$ cat config.mk
export PLATFORM = sky130hd
export DESIGN_NAME = non_maxima_suppression
export DESIGN_NICKNAME = d
export VERILOG_FILES = /design/src/rtl/canny_pkg.sv /design/src/rtl/nms_compare.sv /design/src/rtl/non_maxima_suppression.sv
export SDC_FILE = /design/constraint.sdc
export NUM_CORES = 1
export LEC_CHECK = 0
export ABC_AREA = 1
export BUFFER_PORTS_ARGS = -buffer_cell sky130_fd_sc_hd__buf_2
export CELL_PAD_IN_SITES_DETAIL_PLACEMENT = 0
export CELL_PAD_IN_SITES_GLOBAL_PLACEMENT = 1
export CORE_MARGIN = 5
export CORE_UTILIZATION = 26
export CTS_BUF_LIST = sky130_fd_sc_hd__clkbuf_8
export DETAILED_ROUTE_END_ITERATION = 10
export PLACE_DENSITY_LB_ADDON = 0.1
export REMOVE_ABC_BUFFERS = 1
export SETUP_SLACK_MARGIN = 0.3
export SYNTH_ARGS = -nofsm -noshare
export SYNTH_HDL_FRONTEND = slang
export SYNTH_HIERARCHICAL = 1
export SYNTH_SLANG_ARGS = --single-unit
$ cat constraint.sdc
create_clock -name clk -period 0.8 [get_ports clk]
set_input_delay 0.04 -clock clk [delete_from_list [all_inputs] [get_ports clk]]
set_output_delay 0.04 -clock clk [all_outputs]
set_load 0.05 [all_outputs]
$ cat src/rtl/canny_pkg.sv
// Shared definitions for the Canny edge-detection pipeline stages.
// Gradient samples are unsigned magnitudes of DATA_WIDTH bits.
package canny_pkg;

  localparam int DATA_WIDTH = 8;

  localparam logic DIR_HORIZ = 1'b0;
  localparam logic DIR_VERT  = 1'b1;

endpackage : canny_pkg

$ cat src/rtl/nms_compare.sv
// Combinational local-maximum test: passes the centre magnitude through when it
// is at least as large as both neighbours (ties kept), otherwise returns zero.
module nms_compare
  import canny_pkg::*;
#(
  parameter int W = DATA_WIDTH
) (
  input  logic [W-1:0] centre,
  input  logic [W-1:0] nbr_a,
  input  logic [W-1:0] nbr_b,
  output logic [W-1:0] result
);

  always_comb begin
    // NOTE: assign a default before any condition so no path leaves result unassigned, which would infer a latch.
    result = '0;
    if ((centre >= nbr_a) && (centre >= nbr_b)) begin
      result = centre;
    end
  end

endmodule : nms_compare

$ cat src/rtl/non_maxima_suppression.sv
// Non-maxima suppression along a 1-bit quantised gradient direction: selects the
// row or column neighbours of the centre pixel and registers the kept magnitude.
module non_maxima_suppression
  import canny_pkg::*;
#(
  parameter int DATA_WIDTH = canny_pkg::DATA_WIDTH
) (
  input  logic                  clk,
  input  logic                  rst,
  input  logic [DATA_WIDTH-1:0] p00,
  input  logic [DATA_WIDTH-1:0] p01,
  input  logic [DATA_WIDTH-1:0] p02,
  input  logic [DATA_WIDTH-1:0] p10,
  input  logic [DATA_WIDTH-1:0] p11,
  input  logic [DATA_WIDTH-1:0] p12,
  input  logic [DATA_WIDTH-1:0] p20,
  input  logic [DATA_WIDTH-1:0] p21,
  input  logic [DATA_WIDTH-1:0] p22,
  input  logic                  grad_dir,
  output logic [DATA_WIDTH-1:0] edge_out
);

  logic [DATA_WIDTH-1:0] nbr_a;
  logic [DATA_WIDTH-1:0] nbr_b;
  logic [DATA_WIDTH-1:0] edge_d;
  logic [DATA_WIDTH-1:0] edge_q;

  // Diagonals are reserved for a four-direction variant; reduced here only so
  // they are visibly consumed, and this net feeds nothing.
  logic unused_diag;
  assign unused_diag = ^{p00, p02, p20, p22};

  always_comb begin
    nbr_a = p10;
    nbr_b = p12;
    if (grad_dir == DIR_VERT) begin
      nbr_a = p01;
      nbr_b = p21;
    end
  end

  nms_compare #(
    .W (DATA_WIDTH)
  ) u_compare (
    .centre (p11),
    .nbr_a  (nbr_a),
    .nbr_b  (nbr_b),
    .result (edge_d)
  );

  always_ff @(posedge clk or posedge rst) begin
    // NOTE: clocked state uses non-blocking assignments so every flop samples pre-edge values.
    if (rst) begin
      edge_q <= '0;
    end else begin
      edge_q <= edge_d;
    end
  end

  assign edge_out = edge_q;

endmodule : non_maxima_suppression

==> flow_summary.json <==
{
  "num_vias": 1044,
  "async_reset_ff_share_pct": 100.0,
  "hold_slack_ps": -254.4,
  "dpl_cell_area_um2": 1303,
  "cp.depth": 14,
  "yosysTopAreaCellShare_pct": 24.50,
  "max_freq_ghz": 0.8869,
  "critPathKind": "primary input to flip-flop",
  "cts_tree": "done",
  "final_area_um2": 1670,
  "finalNetCount": 304,
  "synth_cells": 147,
  "syn2layout_area_growth_pct": 78.71,
  "synth-main-ff-cell": "dfrtp_1",
  "fin_ws_ps": -327.5,
  "cts-root-buf": "clkbuf_8",
  "drc_errors": 0,
  "crit_top_cell": "nand2_2",
  "dp_hpwl_um": 2079,
  "maxCapViolCount": 0,
  "start_util_pct": 27.36,
  "crit_buf_inv": 3,
  "crit_path_start_kind": "primary input",
  "grt_pass1_vias": 1080,
  "vias_per_cell": 4.062,
  "slew_viol_final": 0,
  "drive_gt1_share_pct": 59.24,
  "synth_area_leader_cell": "nand2_1",
  "leakage_nw": 0.9547,
  "antenna_found_initial": 0,
  "worst_setup_path_end_kind": "flip-flop",
  "io_pins": 83,
  "period_share_pct": 140.9,
  "grt_pass1_wl_um": 4257,
  "crit_chain": "buf_12 -> buf_12 -> nand2_2 -> nand2_2 -> inv_2 -> ha_4 -> nand2_2 -> nand3_2 -> nand2_1 -> nand2_1 -> nand2_1 -> nand2_2 -> nand2_4 -> nor2_2",
  "drtIter0Drc": 40,
  "drt-total-wl_um": 2679,
  "synth_edf_count": 0,
  "outcome": "complete, but fails checks",
  "ys_top_cells_by_count": "nand2_1, inv_1, ha_1",
  "grt_overflow_total": 0,
  "violations": "hold timing, setup timing",
  "ys_ff_latch": 8,
  "slowest_stage": "ha_4",
  "rsz0062_at_grt": "yes",
  "hold_violations": 8,
  "largest_reg_flops": 8,
  "cp_max_fo": 8,
  "cts_made_buffers": 3,
  "hp-class": "primary input to async pin",
  "worstPathRequired_ps": 950,
  "ys_seq_area_share_pct": 21.42,
  "setup_viol": 8,
  "syn-cell-area_um2": 934.6,
  "core_um2": 3416,
  "die-area_um2": 4894,
  "crit_family": "simple AND/OR/NAND/NOR gates",
  "clock-sinks": 8,
  "max_stage_delay_ps": 260,
  "grt_max_degree": 9,
  "yosys.cell_types.count": 15,
  "die_x_um": 69.96,
  "synth_area_leaders": "nand2_1, dfrtp_1, ha_1",
  "detail-route-antenna-nets": 0,
  "antenna_cells": 0,
  "maxSlewHeadroom_pct": 81.15,
  "tightest_slew_ps": 282.5,
  "ys_warn_count": 6,
  "peakVddDrop_uv": 361.7,
  "gp_congestion": 0.7386,
  "wl_per_cell_um": 10.42,
  "synth.avg_cell_area_um2": 6.358,
  "ctsHtreeMaxLevel": 1,
  "core.rowCount": 21,
  "period_minus_slack_ps": 1128,
  "port_buffers": 50,
  "die_h_um": 69.96,
  "worstPathArrival_ps": 1280,
  "synth.most_common_cell": "nand2_1",
  "grt_usage_pct": 10.45,
  "ctsLongestPathBuffers": 2,
  "drtPass1Iterations": 3,
  "power.density_nw_per_um2": 1143,
  "clk_pin_slew_worst_paths_ps": 40,
  "p_total_w": 0.001909
}
[stage by stage]
step           setup WS, ps  instances  setup TNS [ps]  hold slack [ps]  util [%]
3_5_place_dp         -786.9        252           -6217           -14.52     38.13
4_1_cts              -355.7        257           -2789           -250.3     45.13
3_3_place_gp         -731.1        252           -5843           -23.04     38.13
2_1_floorplan        -396.6        144           -3173           -144.3         -
6_report             -327.5        257           -2567           -254.4     48.90
5_1_grt              -446.2        257           -3492           -216.0     48.90
[per-layer routing]
layer,global-route usage (%),part of all wire (%),wire length [um]
met1,11.55,43,1162
met2,20.36,52,1391
met3,1.291,4.1,111
met4,3.191,0.52,14
met5,0,0,0
[where the power goes]
group	total [W]	switching [W]	internal [W]
combinational	0.000991	0.000539	0.000452
sequential	0.000457	0.0000154	0.000442
clock	0.000461	0.000137	0.000324
total	0.00191	0.000691	0.00122
[layout by cell type, fill, tap and decap left out, drive strengths merged]
cell type / netlist / routed
nand2: 67 / 67
buf: 3 / 63
inv: 31 / 32
ha: 16 / 16
nor2: 13 / 13
dfrtp: 8 / 8
a21oi: 4 / 4
clkbuf: 0 / 3
nand3: 2 / 2
o21a: 1 / 1
a21o: 1 / 1
nand4: 1 / 1
[cells by family after synthesis]
kind of cell               synth area share, %
AOI/OAI and AO/OA                        3.883
buffers and inverters                    17.54
DFF                                      21.42
adders and majority gates                21.42
and+or+nand+nor                          35.74
[path summary, 6_finish.rpt]
kind,slack [ps],from,endpoint
worst max-delay path,-330,grad_dir,edge_out[3]$_DFF_PP0_
worst min-delay path,-250,rst,edge_out[5]$_DFF_PP0_
max in group asynchronous,840,rst,edge_out[0]$_DFF_PP0_
min in group clk,100,p11[1],edge_out[1]$_DFF_PP0_
[final cells by class]
| class | count | area [um2] |
|---|---|---|
| repair buffers | 63 | 436.7 |
| repair inverters | 1 | 8.758 |
| fillers | 366 | 1745 |
| inverters | 31 | 128.9 |
| multi-input cells | 105 | 797.0 |
| well taps | 46 | 57.56 |
| flip-flops and latches | 8 | 200.2 |
| clock buffers | 3 | 41.29 |
[repair_timing]
| action | 4_1_cts | 5_1_grt |
|---|---|---|
| pin swaps | 24 | 30 |
| resized for setup | 43 | 35 |
| cloned | 1 | 0 |
| endpoints found under the hold margin | 8 | 8 |
| setup endpoints to repair | 16 | 16 |
| buffers inserted | 1 | 0 |
Note: power is estimated with default switching activity, not from simulation.
